`config.mk`:
```
export PLATFORM = sky130hd
export DESIGN_NAME = if_id_skid_flat
export DESIGN_NICKNAME = d
export VERILOG_FILES = /design/src/rtl/if_id_skid_if.sv /design/src/rtl/if_id_skid.sv /design/src/flat_wrapper.sv
export SDC_FILE = /design/constraint.sdc
export NUM_CORES = 1
export LEC_CHECK = 0
export CAP_MARGIN = 20
export CORE_MARGIN = 8
export CORE_UTILIZATION = 57
export CTS_BUF_LIST = sky130_fd_sc_hd__clkbuf_8
export DETAILED_ROUTE_END_ITERATION = 10
export PLACE_DENSITY = 0.88
export SYNTH_ARGS = -nofsm -noshare
export SYNTH_HDL_FRONTEND = slang
export SYNTH_SLANG_ARGS = --single-unit
```
`constraint.sdc`:
```
create_clock -name clk -period 6.49 [get_ports clk]
set_clock_uncertainty 0.05 [all_clocks]
set_input_delay 1.298 -clock clk [delete_from_list [all_inputs] [get_ports clk]]
set_output_delay 1.298 -clock clk [all_outputs]
set_load 0.02 [all_outputs]
```
`src/rtl/if_id_skid_if.sv`:
```
// ---------------------------------------------------------------------------
// if_id_skid_if
//
// Bundle of every signal that crosses the IF/ID stage boundary, apart from
// clk and rst.
//
//   Upstream (fetch) side:
//     in_valid, in_instr, in_pc    fetch -> stage
//     in_ready                     stage -> fetch
//   Downstream (decode) side:
//     out_valid, out_instr, out_pc stage -> decode
//     out_rs, out_rt, out_rd       pre-decoded register fields of the head
//     out_branch, out_branch_reg   pre-decoded branch class of the head
//     out_hlt                      head is a valid HLT
//     out_ready                    decode -> stage
//   Control / status:
//     flush                        branch taken, squash all younger entries
//     halted                       sticky halt latch
//     count                        occupancy 0..2
//
// Handshake rule (both sides): a transfer happens on a rising clk edge
// exactly when valid and ready are both 1. A producer holds valid and its
// payload stable until the transfer. in_ready depends on registered state
// only and is never combinational on out_ready.
//
// Modports:
//   slave  - the pipeline stage itself
//   master - the environment around it (fetch + decode + branch unit)
// ---------------------------------------------------------------------------
interface if_id_skid_if #(
  parameter int INSTR_W = 16,
  parameter int PC_W    = 16
);
  logic               in_valid;
  logic [INSTR_W-1:0] in_instr;
  logic [PC_W-1:0]    in_pc;
  logic               in_ready;

  logic               out_valid;
  logic               out_ready;
  logic [INSTR_W-1:0] out_instr;
  logic [PC_W-1:0]    out_pc;
  logic [3:0]         out_rs;
  logic [3:0]         out_rt;
  logic [3:0]         out_rd;
  logic               out_branch;
  logic               out_branch_reg;
  logic               out_hlt;

  logic               flush;
  logic               halted;
  logic [1:0]         count;

  modport slave (
    input  in_valid, in_instr, in_pc, out_ready, flush,
    output in_ready, out_valid, out_instr, out_pc,
           out_rs, out_rt, out_rd, out_branch, out_branch_reg, out_hlt,
           halted, count
  );

  modport master (
    output in_valid, in_instr, in_pc, out_ready, flush,
    input  in_ready, out_valid, out_instr, out_pc,
           out_rs, out_rt, out_rd, out_branch, out_branch_reg, out_hlt,
           halted, count
  );
endinterface

```
`src/rtl/if_id_skid.sv`:
```
// ---------------------------------------------------------------------------
// if_id_skid
//
// IF/ID pipeline stage built as a 2-entry skid buffer with valid/ready on
// both sides, a sticky halt latch, an occupancy count and field pre-decode
// of the head entry.
//
// Parameters:
//   INSTR_W  instruction width (>= 16); opcode is the top 4 bits, register
//            fields are always [11:8], [7:4], [3:0]
//   PC_W     PC width
//   NOP      value shown on out_instr while the head is empty
//
// Ports:
//   clk      rising-edge clock
//   rst      asynchronous active-high reset
//   bus      if_id_skid_if.slave, carries both handshakes, flush, the
//            pre-decoded head fields, halted and count
//
// Storage: the head entry is what decode sees; the skid entry only fills
// when the head is stalled and an accept happens in the same cycle. Since
// in_ready = !skid_v, a full skid entry stops fetch one edge later, so the
// ready path to fetch is purely registered.
// ---------------------------------------------------------------------------
module if_id_skid #(
  parameter int                 INSTR_W = 16,
  parameter int                 PC_W    = 16,
  parameter logic [INSTR_W-1:0] NOP     = '0
) (
  input logic         clk,
  input logic         rst,
  if_id_skid_if.slave bus
);

  localparam logic [3:0] OP_HLT = 4'hF;

  // -------------------------------------------------------------------------
  // State
  // -------------------------------------------------------------------------
  logic               head_v,     head_v_n;
  logic [INSTR_W-1:0] head_instr, head_instr_n;
  logic [PC_W-1:0]    head_pc,    head_pc_n;
  logic               skid_v,     skid_v_n;
  logic [INSTR_W-1:0] skid_instr, skid_instr_n;
  logic [PC_W-1:0]    skid_pc,    skid_pc_n;
  logic               halted_q,   halted_n;

  // -------------------------------------------------------------------------
  // Handshake terms
  // -------------------------------------------------------------------------
  logic       in_ready;
  logic       accept;
  logic       handoff;
  logic [3:0] in_op;
  logic [3:0] head_op;

  assign in_ready = !skid_v && !halted_q;
  assign accept   = bus.in_valid && in_ready;
  assign handoff  = head_v && bus.out_ready;
  assign in_op    = bus.in_instr[INSTR_W-1 -: 4];
  assign head_op  = head_instr[INSTR_W-1 -: 4];

  // -------------------------------------------------------------------------
  // Next-state logic
  // -------------------------------------------------------------------------
  always_comb begin
    head_v_n     = head_v;
    head_instr_n = head_instr;
    head_pc_n    = head_pc;
    skid_v_n     = skid_v;
    skid_instr_n = skid_instr;
    skid_pc_n    = skid_pc;
    halted_n     = halted_q;

    if (bus.flush) begin
      // Everything buffered is on the wrong path. Any same-cycle accept is
      // dropped; a same-cycle handoff is the branch itself and is complete.
      head_v_n     = 1'b0;
      skid_v_n     = 1'b0;
      head_instr_n = NOP;
      head_pc_n    = '0;
      skid_instr_n = NOP;
      skid_pc_n    = '0;
      // The halt only survives if the HLT itself is leaving right now, i.e.
      // it was on the correct path.
      halted_n     = halted_q && handoff && (head_op == OP_HLT);
    end else begin
      if (!head_v) begin
        // Empty stage: input lands directly in the head.
        if (accept) begin
          head_v_n     = 1'b1;
          head_instr_n = bus.in_instr;
          head_pc_n    = bus.in_pc;
        end
      end else if (!handoff) begin
        // Head stalled: an accept can only happen with the skid empty,
        // so it parks there.
        if (accept) begin
          skid_v_n     = 1'b1;
          skid_instr_n = bus.in_instr;
          skid_pc_n    = bus.in_pc;
        end
      end else if (skid_v) begin
        // Head leaves and the skid entry moves up. No accept is possible
        // here because in_ready was 0.
        head_instr_n = skid_instr;
        head_pc_n    = skid_pc;
        skid_v_n     = 1'b0;
      end else if (accept) begin
        // Head leaves and is replaced by the new input (streaming case).
        head_instr_n = bus.in_instr;
        head_pc_n    = bus.in_pc;
      end else begin
        head_v_n = 1'b0;
      end

      if (accept && (in_op == OP_HLT)) begin
        halted_n = 1'b1;
      end
    end
  end

  // -------------------------------------------------------------------------
  // State registers
  // -------------------------------------------------------------------------
  always_ff @(posedge clk or posedge rst) begin
    if (rst) begin
      head_v     <= 1'b0;
      head_instr <= NOP;
      head_pc    <= '0;
      skid_v     <= 1'b0;
      skid_instr <= NOP;
      skid_pc    <= '0;
      halted_q   <= 1'b0;
    end else begin
      head_v     <= head_v_n;
      head_instr <= head_instr_n;
      head_pc    <= head_pc_n;
      skid_v     <= skid_v_n;
      skid_instr <= skid_instr_n;
      skid_pc    <= skid_pc_n;
      halted_q   <= halted_n;
    end
  end

  // -------------------------------------------------------------------------
  // Outputs
  // -------------------------------------------------------------------------
  logic [INSTR_W-1:0] out_instr;
  logic [3:0]         out_op;

  // Head fields are masked by head_v so a drained head never shows stale
  // data to decode.
  assign out_instr = head_v ? head_instr : NOP;
  assign out_op    = out_instr[INSTR_W-1 -: 4];

  assign bus.in_ready       = in_ready;
  assign bus.out_valid      = head_v;
  assign bus.out_instr      = out_instr;
  assign bus.out_pc         = head_v ? head_pc : '0;
  assign bus.out_rs         = out_instr[7:4];
  assign bus.out_rt         = out_instr[3:0];
  assign bus.out_rd         = out_instr[11:8];
  assign bus.out_branch     = (out_op[3:1] == 3'b110);
  assign bus.out_branch_reg = (out_op == 4'b1101);
  assign bus.out_hlt        = head_v && (out_op == OP_HLT);
  assign bus.halted         = halted_q;
  assign bus.count          = {1'b0, head_v} + {1'b0, skid_v};

endmodule

```
`src/flat_wrapper.sv`:
```
// flat-port wrapper written by rule: the top's interface ports become plain ports
module if_id_skid_flat 
#(
  parameter int                 INSTR_W = 16,
  parameter int                 PC_W    = 16,
  parameter logic [INSTR_W-1:0] NOP     = '0
)
  (clk, rst, bus_in_valid, bus_in_instr, bus_in_pc, bus_out_ready, bus_flush, bus_in_ready, bus_out_valid, bus_out_instr, bus_out_pc, bus_out_rs, bus_out_rt, bus_out_rd, bus_out_branch, bus_out_branch_reg, bus_out_hlt, bus_halted, bus_count);
  if_id_skid_if #(.INSTR_W(INSTR_W), .PC_W(PC_W)) bus_i ();
  input logic clk;
  input logic rst;
  input wire logic [$bits(bus_i.in_valid)-1:0] bus_in_valid;
  input wire logic [$bits(bus_i.in_instr)-1:0] bus_in_instr;
  input wire logic [$bits(bus_i.in_pc)-1:0] bus_in_pc;
  input wire logic [$bits(bus_i.out_ready)-1:0] bus_out_ready;
  input wire logic [$bits(bus_i.flush)-1:0] bus_flush;
  output wire logic [$bits(bus_i.in_ready)-1:0] bus_in_ready;
  output wire logic [$bits(bus_i.out_valid)-1:0] bus_out_valid;
  output wire logic [$bits(bus_i.out_instr)-1:0] bus_out_instr;
  output wire logic [$bits(bus_i.out_pc)-1:0] bus_out_pc;
  output wire logic [$bits(bus_i.out_rs)-1:0] bus_out_rs;
  output wire logic [$bits(bus_i.out_rt)-1:0] bus_out_rt;
  output wire logic [$bits(bus_i.out_rd)-1:0] bus_out_rd;
  output wire logic [$bits(bus_i.out_branch)-1:0] bus_out_branch;
  output wire logic [$bits(bus_i.out_branch_reg)-1:0] bus_out_branch_reg;
  output wire logic [$bits(bus_i.out_hlt)-1:0] bus_out_hlt;
  output wire logic [$bits(bus_i.halted)-1:0] bus_halted;
  output wire logic [$bits(bus_i.count)-1:0] bus_count;
  assign bus_i.in_valid = bus_in_valid;
  assign bus_i.in_instr = bus_in_instr;
  assign bus_i.in_pc = bus_in_pc;
  assign bus_i.out_ready = bus_out_ready;
  assign bus_i.flush = bus_flush;
  assign bus_in_ready = bus_i.in_ready;
  assign bus_out_valid = bus_i.out_valid;
  assign bus_out_instr = bus_i.out_instr;
  assign bus_out_pc = bus_i.out_pc;
  assign bus_out_rs = bus_i.out_rs;
  assign bus_out_rt = bus_i.out_rt;
  assign bus_out_rd = bus_i.out_rd;
  assign bus_out_branch = bus_i.out_branch;
  assign bus_out_branch_reg = bus_i.out_branch_reg;
  assign bus_out_hlt = bus_i.out_hlt;
  assign bus_halted = bus_i.halted;
  assign bus_count = bus_i.count;
  if_id_skid #(.INSTR_W(INSTR_W), .PC_W(PC_W), .NOP(NOP)) u_core (.clk(clk), .rst(rst), .bus(bus_i));
endmodule
```
**After elaboration in Yosys (flattened, before gate mapping)**

Cells that the tools add are included.

- Register bits: 67
- Bits in latches: 0
- Bits in writable memories: 0
- ROM bits: 0
- Input port bits: 37
- Memories kept: 0

- $add $sub $neg: 1
- $mul: 0
- Divide/modulo/power cells: 0
- Order comparisons: 0
- Equality and inequality tests: 7
- Shifts and indexed selects: 0
- Muxes and demuxes: 31
- Bitwise gates (word level): 0
- Reductions and logical operators: 15

Operator list:

| cell | number |
|---|---|
| $mux W16 | 20 |
| $eq A4 B4 Y1 const B | 4 |
| $mux W1 | 11 |
| $logic_and A1 B1 Y1 | 7 |
| $reduce_bool A2 Y1 | 3 |
| $eq A3 B3 Y1 const B | 1 |
| $ne A3 B3 Y1 const B | 1 |
| $reduce_and A3 Y1 | 1 |
| $reduce_bool A3 Y1 | 1 |
| $add A1 B1 Y2 | 1 |
| $logic_not A1 Y1 | 2 |
| $ne A2 B2 Y1 const B | 1 |
| $reduce_and A2 Y1 | 1 |

**Longest topological paths before layout**

Gate-level depths: netlist (run 1).

- Depth in word-level cells: 8
- Depth in mapped cells: 6
- Gate-level depth less buffers: 3

**Least setup slack after synthesis (run 1)**

OpenSTA, ideal clock, no wires.

- Kind: register to output
- Start: reg u_core.head_v (netlist: u_core.bus.out_valid)
- End: out bus_out_rd[0]
- Arrival time: 1596 ps
- Required time: 5142 ps
- Slack: 3546 ps
- Stages on the path, launching flop included: 6
- Path buffers: 4
- Cell sequence: dfrtp_1 > buf_2 > clkbuf_1 > clkbuf_1 > and2_1 > buf_4

- Cells in the longest elaborated chain, start to end: 1

RTL lines:

| element | RTL line | RTL |
|---|---|---|
| start, declared | if_id_skid.sv:40 | `logic head_v, head_v_n;` |
| start signal, assigned | if_id_skid.sv:136 | `head_v <= head_v_n;` |
| $mux W16 | if_id_skid.sv:154 | `assign out_instr = head_v ? head_instr : NOP;` |
| end, declared | flat_wrapper.sv:23 | `output wire logic [$bits(bus_i.out_rd)-1:0] bus_out_rd;` |

No other way between the ends.

**Final worst setup path (run 1)**

- Start: reg u_core.head_v (netlist: u_core.bus.out_valid)
- End: out bus_out_hlt

- Cells in the longest elaborated chain, start to end: 3

RTL lines:

| element | RTL line | RTL |
|---|---|---|
| $mux W16 | if_id_skid.sv:154 |  |
| $eq A4 B4 Y1 | if_id_skid.sv:166 | `assign bus.out_hlt = head_v && (out_op == OP_HLT);` |
| $logic_and A1 B1 Y1 * | if_id_skid.sv:166 |  |
| end, declared | flat_wrapper.sv:26 | `output wire logic [$bits(bus_i.out_hlt)-1:0] bus_out_hlt;` |

Mark *: on every way between the ends. The rest lies on a longest branch, timed or not.

==> results.py, run 1 <==
metrics = {
    "logic_synthesis": {
        "ys_ff_latch": 67,
        "synth_top_cell_area_share": 0.413,
        "yosys-top-cells-area": "dfrtp_1, a22o_1, nor4bb_1, o2111ai_1, nand2_1",
        "ys_warn_count": 0,
        "ys_types": 32,
        "avgSynthCellArea_um2": 9.34,
        "synth_fp_nets": 473,
        "netlist_instances": 435,
        "async_reset_ff_frac": 1.00,
        "synth_top_area_cell": "dfrtp_1",
        "seq_area_frac_synth": 0.413,
        "synth.most_common_cell": "dfrtp_1",
        "synth_edf_count": 0,
        "syn_area_mm2": 0.00406,
        "yosys_most_used_dff": "dfrtp_1",
        "synth_common_cells": "dfrtp_1, nand2_1, a22o_1, and2_1, nand3_1",
    },
    "setup_path": {
        "r2r_start": "u_core.bus.halted$_DFFE_PP0P_",
        "cp.required_ns": 5.14,
        "crit_type": "flip-flop to output pin",
        "cp-startpoint": "u_core.bus.out_valid$_DFF_PP0_",
        "reg2reg_depth": 6,
        "crit_arrival_ns": 2.76,
        "r2r_slack_ns": 3.72,
        "r2r_end": "u_core.skid_pc[7]$_DFFE_PP0P_",
        "critPathMaxFanout": 38,
        "cp_num_buf_inv": 2,
        "cp_cell_sequence": "buf_4 -> and2_1 -> nand3_1 -> nor2_1 -> clkdlybuf4s50_1",
        "end_kind": "output pin",
        "slowest_stage": "dfrtp_2",
        "path_delay_family": "buffers and inverters",
        "start_kind": "flip-flop",
        "cp_slowest_stage_delay_ns": 0.77,
    },
    "final_layout": {
        "nets": 520,
        "n_antenna_cell": 0,
        "final_cells": 583,
        "drive_above_1_share": 0.0739,
        "synthToLayoutAreaGrowth_pct": 24.5,
        "fillerInstances": 493,
    },
    "power_and_ir_drop": {
        "ir_drop_v": 0.000147,
        "powerDensity_mw_per_mm2": 190,
        "p_leak_nw": 1.99,
        "finalPower_mw": 0.962,
    },
    "sta": {
        "fin_ws_ns": 2.38,
        "tightest_slew_ns": 0.972,
        "fin_crit_sh": 0.633,
        "max-slew-margin-rel": 0.352,
        "fmax_mhz": 243,
        "holdWs_ns": 0.444,
        "final-max-slew-violation-count": 0,
        "fin_setup_tns_ns": 0,
        "rsz0062_at_grt": "false",
        "hold_violations": 0,
        "period_needed_ns": 4.11,
        "setup_viol": 0,
    },
    "hold_path": {
        "hp-class": "flip-flop to flip-flop",
        "min_path_cells": 1,
        "min_from": "u_core.skid_pc[1]$_DFFE_PP0P_",
        "min_to": "u_core.skid_pc[1]$_DFFE_PP0P_",
    },
    "clock_tree": {
        "cts_root_buf": "clkbuf_8",
        "h-tree-depth": 3,
        "clk_path_buf_depth": 2,
        "postCtsResizedCells": 0,
        "clk_pin_slew_ns": 0.07,
        "cts_made_buffers": 9,
        "clkSinkCount": 67,
        "ctsHoldBuffers": 0,
        "clock_latency_ns": 0.34,
        "post_cts_buffers": 0,
        "cts_tree": "done",
    },
    "route": {
        "viasPerCell": 6.45,
        "ant_nets": 0,
        "drc_errors": 0,
        "topRoutingLayerUsed": "met4",
        "routed_wl_um": 11400,
        "firstDrtPassIters": 5,
        "wl_met1_um": 4920,
        "wire_per_inst_um": 19.6,
        "vias": 3761,
        "drtIter0Drc": 295,
        "wl_met2_um": 5500,
        "met3_length_um": 868,
    },
    "global_routing": {
        "grtUsageTotal": 0.228,
        "grt_max_degree": 68,
        "antenna_found_initial": 0,
        "gr-total-overflow": 0,
        "grt_first_pass_wirelength_um": 18600,
        "grt_pass1_vias": 3695,
    },
    "placed_design": {
        "gp_congestion": 0.829,
        "post-place-ws_ns": 2.05,
        "hpwl_um": 6780,
        "place_inst": 563,
        "io_buffers": 88,
    },
    "floorplanning": {
        "die_w_um": 100,
        "die-area_mm2": 0.0101,
        "std_cell_rows": 30,
        "ios": 89,
        "initial_core_util": 0.595,
        "die_y_um": 100,
        "core_mm2": 0.00683,
    },
    "outcome": {
        "run_status": "finished clean",
    },
    "flow_run": {
        "cap_violations": 0,
    },
}
## sequential cells by signal, indices dropped and copies added, names as in the netlist
register / count
u_core.head_pc: 16
u_core.skid_v: 1
u_core.bus.halted: 1
u_core.head_instr: 16
u_core.skid_instr: 16
u_core.bus.out_valid: 1
u_core.skid_pc: 16
## power by group
group	total, mW	switching, mW	leakage, nW	internal (mW)
sequential	0.463	0.0223	0.910	0.441
clock	0.302	0.168	0.0897	0.134
combinational	0.197	0.109	0.995	0.0882
total	0.962	0.299	1.99	0.663
## area by class of cell
cell class / instances / area [um2] / share of cell area
clock buffer: 9 / 124 / 0.0245
clock inverter: 7 / 36.3 / 0.00717
inverter: 3 / 11.3 / 0.00223
multi-input combinational: 303 / 2080 / 0.412
sequential: 67 / 1680 / 0.332
tap: 96 / 120 / 0.0237
timing repair buffer: 98 / 1000 / 0.198
## how the worst max path moves through the flow
stage,endpoint,cells after the start
2_1_floorplan,u_core.bus.halted$_DFFE_PP0P_,1
3_3_place_gp,u_core.skid_instr[11]$_DFFE_PP0P_,5
3_5_place_dp,u_core.skid_pc[7]$_DFFE_PP0P_,5
4_1_cts,u_core.skid_pc[7]$_DFFE_PP0P_,5
5_1_grt,bus_out_hlt,5
6_report,bus_out_hlt,5
## logic make-up after synthesis
family,count (synthesis),share of synthesized area
AOI/OAI and AO/OA,107,0.213
adders and majority gates,1,0.00308
buffers and inverters,65,0.0807
DFF,67,0.413
and+or+nand+nor,195,0.291
## stage by stage
| stage | instance area, um2 | util |
|---|---|---|
| 4_1_cts | 4980 | 0.729 |
| 6_report | 5060 | 0.740 |
| 3_3_place_gp | 4820 | 0.706 |
| 5_1_grt | 5060 | 0.740 |
| 3_5_place_dp | 4820 | 0.706 |
| 2_1_floorplan | 4060 | - |
## layer usage
metal | global-route usage | vias to the layer above
li1 | - | 1706
met1 | 0.298 | 1847
met2 | 0.359 | 194
met3 | 0.0381 | 14
met4 | 0.100 | 0
met5 | 0 | -
## cell usage in the layout (no fill, tap or decap), drive strengths merged, types with 10 or more instances in the layout
master         synthesis  final
a22o                  33     33
and2                  33     33
buf                   34     10
clkdlybuf4s50          0     88
dfrtp                 67     67
nand2                 60     60
nand3                 31     31
nand3b                28     28
nor4bb                26     26
o2111ai               28     28
o211ai                27     27
(Power assumes the default switching activity.)
==> inputs of run 2 (changes only) <==
--- a/config.mk
+++ b/config.mk
@@ -7,10 +7,10 @@
 export LEC_CHECK = 0
 export CAP_MARGIN = 20
 export CORE_MARGIN = 8
-export CORE_UTILIZATION = 57
+export CORE_UTILIZATION = 53
 export CTS_BUF_LIST = sky130_fd_sc_hd__clkbuf_8
 export DETAILED_ROUTE_END_ITERATION = 10
-export PLACE_DENSITY = 0.88
+export PLACE_DENSITY = 0.82
 export SYNTH_ARGS = -nofsm -noshare
 export SYNTH_HDL_FRONTEND = slang
 export SYNTH_SLANG_ARGS = --single-unit
==> constraint.sdc (replaced) <==
create_clock -name clk -period 4.2 [get_ports clk]
set_clock_uncertainty 0.05 [all_clocks]
set_input_delay 0.84 -clock clk [delete_from_list [all_inputs] [get_ports clk]]
set_output_delay 0.84 -clock clk [all_outputs]
set_load 0.02 [all_outputs]
==> run 2 against run 1 <==
Via count up 2.6%. Largest power group unchanged. Core utilization shrank 6.8 points. First-iteration DRC count up 26%. Sequential power rose by 55%. Critical path type unchanged. Global-route usage down 0.55 points. Highest routed layer unchanged. Non-clock buffer count rose by 2. Combinational power up 56%. Register-to-register slack worse by 2.2 ns. Clock power up 90%. Design area increased by 0.54%. Worst hold slack better by 0.0018 ns. Clock-buffer cell count is 3 higher.
==> results.py, run 2 (synthesized netlist as in run 1, its figures left out) <==
metrics = {
    "flow_run": {
        "cap_violations": 0,
    },
    "final_layout": {
        "seqCellArea_mm2": 0.00168,
        "multi_input_area_mm2": 0.00208,
        "final_common_cell": "clkdlybuf4s50_1",
        "synthToLayoutAreaGrowth_pct": 25.2,
        "final_cells": 591,
        "fillerInstances": 565,
        "drive_above_1_share": 0.0798,
        "finalInstanceArea_mm2": 0.00509,
        "mostFrequentLayoutCells": "clkdlybuf4s50_1, dfrtp_1, nand2_1, a22o_1, and2_1",
        "n_antenna_cell": 0,
        "nets": 522,
    },
    "global_routing": {
        "grt_first_pass_wirelength_um": 20100,
        "grt_pass1_vias": 3904,
        "grtUsageTotal": 0.222,
        "gr-total-overflow": 0,
        "antenna_found_initial": 0,
        "grt_max_degree": 62,
    },
    "route": {
        "routed_wl_um": 11900,
        "wire_per_inst_um": 20.2,
        "ant_nets": 0,
        "drc_errors": 0,
        "firstDrtPassIters": 4,
        "vias": 3857,
        "viasPerCell": 6.53,
        "drtIter0Drc": 371,
    },
    "floorplanning": {
        "ios": 89,
        "die_y_um": 104,
        "die_w_um": 104,
        "initial_core_util": 0.537,
        "die-area_mm2": 0.0107,
        "std_cell_rows": 32,
        "core_mm2": 0.00757,
    },
    "placed_design": {
        "post-place-ws_ns": 1.14,
        "io_buffers": 88,
        "gp_congestion": 0.785,
        "placed_area_mm2": 0.00487,
        "hpwl_um": 7410,
        "place_inst": 575,
    },
    "setup_path": {
        "end_kind": "output pin",
        "path_delay_family": "buffers and inverters",
        "start_kind": "flip-flop",
        "critPathMaxFanout": 25,
        "slowest_stage": "dfrtp_2",
        "cp.required_ns": 3.31,
        "crit_arrival_ns": 2.12,
        "cp_slowest_stage_delay_ns": 0.58,
        "cp_cell_sequence": "buf_4 -> ha_1 -> clkdlybuf4s50_1",
        "cp_num_buf_inv": 2,
        "crit_type": "flip-flop to output pin",
    },
    "clock_tree": {
        "cts_tree": "done",
        "clock_latency_ns": 0.34,
        "clk_pin_slew_ns": 0.08,
        "ctsHoldBuffers": 0,
        "h-tree-depth": 3,
        "postCtsResizedCells": 0,
        "post_cts_buffers": 0,
        "cts_root_buf": "clkbuf_8",
        "clkSinkCount": 67,
        "cts_made_buffers": 9,
        "clk_path_buf_depth": 2,
    },
    "power_and_ir_drop": {
        "p_leak_nw": 2.01,
        "powerDensity_mw_per_mm2": 314,
        "ir_drop_v": 0.000171,
        "finalPower_mw": 1.60,
    },
    "sta": {
        "setup_viol": 0,
        "max-slew-margin-rel": 0.349,
        "fmax_mhz": 332,
        "period_needed_ns": 3.01,
        "fin_crit_sh": 0.717,
        "rsz0062_at_grt": "false",
        "fin_ws_ns": 1.19,
        "tightest_slew_ns": 0.975,
        "hold_violations": 0,
        "final-max-slew-violation-count": 0,
        "fin_setup_tns_ns": 0,
    },
    "hold_path": {
        "hp-class": "flip-flop to flip-flop",
    },
    "outcome": {
        "run_status": "finished clean",
    },
}
## run 2: changes by cell type in the layout (fill, tap and decap cells not counted)
cell / before / now
buf_4: 6 / 12
bufinv_16: 0 / 1
clkinv_2: 5 / 2
inv_1: 2 / 1
buf_12: 1 / 0
buf_8: 2 / 0
clkbuf_8: 9 / 12
buf_16: 1 / 0
## run 2: area by class of cell
cell class,count,area share
Clock buffer,12,0.0325
Clock inverter,4,0.00935
Inverter,3,0.00221
Multi-Input combinational cell,303,0.410
Sequential cell,67,0.330
Tap cell,102,0.0251
Timing Repair Buffer,100,0.191
## run 2: layer usage
metal	part of all wire	wire length [um]	vias to the layer above	GRT usage
met5	0	0	-	0
met3	0.072	865	24	0.0471
li1	-	-	1714	-
met4	0.022	261	0	0.102
met2	0.49	5860	205	0.353
met1	0.41	4950	1914	0.283
## run 2: per-stage QoR
stage                util  hold WS [ns]
floorplan               -         0.407
global placement    0.644         0.424
detailed placement  0.644         0.423
CTS                 0.672         0.446
global route        0.672         0.453
finish              0.672         0.446
## run 2: final timing paths
check	to	slack (ns)	from	depth (start not counted)
worst min-delay path	u_core.skid_instr[8]$_DFFE_PP0P_	0.45	u_core.skid_instr[8]$_DFFE_PP0P_	1
worst max-delay path	bus_count[0]	1.19	u_core.bus.out_valid$_DFF_PP0_	3
worst max register to register	u_core.skid_pc[0]$_DFFE_PP0P_	1.51	u_core.skid_v$_DFFE_PP0P_	5
worst min register to register	u_core.skid_instr[8]$_DFFE_PP0P_	0.45	u_core.skid_instr[8]$_DFFE_PP0P_	1
max in group asynchronous	u_core.skid_instr[5]$_DFFE_PP0P_	2.24	rst	3
min in group asynchronous	u_core.head_pc[8]$_DFFE_PP0P_	0.97	rst	2
## run 2: power by group
| group | internal [mW] | switching (mW) | total [mW] | leakage, nW |
|---|---|---|---|---|
| Combinational | 0.134 | 0.173 | 0.307 | 0.989 |
| Sequential | 0.681 | 0.0350 | 0.716 | 0.910 |
| Clock | 0.321 | 0.254 | 0.575 | 0.108 |
==> inputs of run 3 (changes only) <==
--- a/config.mk
+++ b/config.mk
@@ -7,10 +7,10 @@
 export LEC_CHECK = 0
 export CAP_MARGIN = 20
 export CORE_MARGIN = 8
-export CORE_UTILIZATION = 53
+export CORE_UTILIZATION = 48
 export CTS_BUF_LIST = sky130_fd_sc_hd__clkbuf_8
 export DETAILED_ROUTE_END_ITERATION = 10
-export PLACE_DENSITY = 0.82
+export PLACE_DENSITY = 0.78
 export SYNTH_ARGS = -nofsm -noshare
 export SYNTH_HDL_FRONTEND = slang
 export SYNTH_SLANG_ARGS = --single-unit
==> constraint.sdc (replaced) <==
create_clock -name clk -period 2.5 [get_ports clk]
set_clock_uncertainty 0.05 [all_clocks]
set_input_delay 0.5 -clock clk [delete_from_list [all_inputs] [get_ports clk]]
set_output_delay 0.5 -clock clk [all_outputs]
set_load 0.02 [all_outputs]
==> run 3 against run 2 <==
Worst hold slack improved by 0.0021 ns. Wire length rose by 1.1%. Sequential share of layout area down 0.82 points. Core utilization decreased by 3.7 points. Critical path depth is 1 higher. Cell count rose by 3.0%. Sequential cell count unchanged. First-iteration DRC count increased by 13%. Total power up 62%. Register-to-register slack got worse by 1.0 ns. Critical endpoint is now bus_out_hlt. Clock power up 45%. Largest cell class unchanged. Via count down 1.6%.
==> results.py, run 3 (synthesized netlist as in run 1, its figures left out) <==
metrics = {
    "setup_path": {
        "crit_type": "flip-flop to output pin",
        "cp.required_ns": 1.95,
        "start_kind": "flip-flop",
        "end_kind": "output pin",
        "crit_arrival_ns": 1.89,
        "critPathMaxFanout": 8,
    },
    "final_layout": {
        "synthToLayoutAreaGrowth_pct": 28.4,
        "final_common_cell": "clkdlybuf4s50_1",
        "drive_above_1_share": 0.107,
        "mostFrequentLayoutCells": "clkdlybuf4s50_1, dfrtp_1, nand2_1, a22o_1, and2_1",
        "n_antenna_cell": 0,
        "finalInstanceArea_mm2": 0.00522,
        "nets": 537,
    },
    "global_routing": {
        "gr-total-overflow": 0,
        "grt_first_pass_wirelength_um": 20000,
        "grtUsageTotal": 0.211,
        "grt_max_degree": 68,
        "grt_pass1_vias": 3865,
        "antenna_found_initial": 0,
    },
    "sta": {
        "max-slew-margin-rel": 0.383,
        "tightest_slew_ns": 0.924,
        "period_needed_ns": 2.44,
        "fin_setup_tns_ns": 0,
        "setup_viol": 0,
        "fin_crit_sh": 0.974,
        "hold_violations": 0,
        "rsz0062_at_grt": "false",
        "final-max-slew-violation-count": 0,
        "fmax_mhz": 411,
    },
    "route": {
        "vias": 3797,
        "wire_per_inst_um": 19.8,
        "ant_nets": 0,
        "drtIter0Drc": 419,
        "routed_wl_um": 12100,
        "firstDrtPassIters": 5,
        "drc_errors": 0,
        "viasPerCell": 6.23,
    },
    "outcome": {
        "run_status": "finished clean",
    },
    "placed_design": {
        "io_buffers": 88,
        "hpwl_um": 7860,
        "gp_congestion": 0.793,
        "placed_area_mm2": 0.00503,
    },
    "flow_run": {
        "cap_violations": 0,
    },
    "power_and_ir_drop": {
        "ir_drop_v": 0.000296,
        "powerDensity_mw_per_mm2": 495,
        "p_leak_nw": 2.10,
    },
    "clock_tree": {
        "clock_latency_ns": 0.35,
        "postCtsResizedCells": 0,
        "ctsHoldBuffers": 0,
        "clk_path_buf_depth": 2,
        "h-tree-depth": 3,
        "cts_root_buf": "clkbuf_8",
        "clkSinkCount": 67,
        "clk_pin_slew_ns": 0.08,
        "cts_made_buffers": 9,
        "post_cts_buffers": 0,
        "cts_tree": "done",
    },
    "floorplanning": {
        "ios": 89,
        "initial_core_util": 0.495,
        "die_w_um": 108,
        "die_y_um": 108,
        "std_cell_rows": 33,
        "core_mm2": 0.00822,
        "die-area_mm2": 0.0117,
    },
    "hold_path": {
        "hp-class": "flip-flop to flip-flop",
    },
}
## run 3: report_power, final
part / internal (mW) / total, mW / switching, mW
logic: 0.251 / 0.555 / 0.303
clock network: 0.407 / 0.834 / 0.427
registers: 1.14 / 1.19 / 0.0492
total: 1.80 / 2.58 / 0.779
## run 3: cell type report
type	count	area, um2
clock buffer	11	151
fill	667	3000
timing repair buffer	115	1130
clock inverter	5	27.5
multi-input combinational	303	2080
sequential	67	1680
inverter	3	11.3
tap	105	131
## run 3: layer usage
layer,part of all wire,wire [um],GRT usage,vias up
li1,-,-,-,1735
met1,0.42,5040,0.275,1895
met2,0.50,6020,0.341,152
met3,0.069,836,0.0458,15
met4,0.015,178,0.0654,0
met5,0,0,0,-
## run 3: worst max-delay path, stage by stage, from the launching register on
cell and delay [ns]:
dfrtp_2 0.47, and2_1 0.20, nand3_1 0.10, nor2_1 0.15
clkdlybuf4s50_1 0.63
## run 3: path summary, 6_finish.rpt
check / startpoint / to / cells past startpoint / slack, ns
min reg2reg: u_core.skid_pc[5]$_DFFE_PP0P_ / u_core.skid_pc[5]$_DFFE_PP0P_ / 1 / 0.45
max: u_core.bus.out_valid$_DFF_PP0_ / bus_out_hlt / 4 / 0.06
max reg2reg: u_core.skid_v$_DFFE_PP0P_ / u_core.head_pc[14]$_DFFE_PP0P_ / 5 / 0.48
min: u_core.skid_pc[5]$_DFFE_PP0P_ / u_core.skid_pc[5]$_DFFE_PP0P_ / 1 / 0.45
min in group asynchronous: rst / u_core.skid_pc[7]$_DFFE_PP0P_ / 3 / 0.49
max in group asynchronous: rst / u_core.bus.out_valid$_DFF_PP0_ / 3 / 1.58
## run 3: stage by stage
stage	hold slack, ns	power [mW]	worst slack (ns)	instances	utilization
6_report	0.448	2.58	0.0642	609	0.635
5_1_grt	0.458	2.70	0.00322	609	0.635
2_1_floorplan	0.407	1.53	0.267	435	-
3_3_place_gp	0.424	1.75	0.197	593	0.612
3_5_place_dp	0.423	1.76	0.124	593	0.612
4_1_cts	0.447	2.59	0.0117	609	0.634
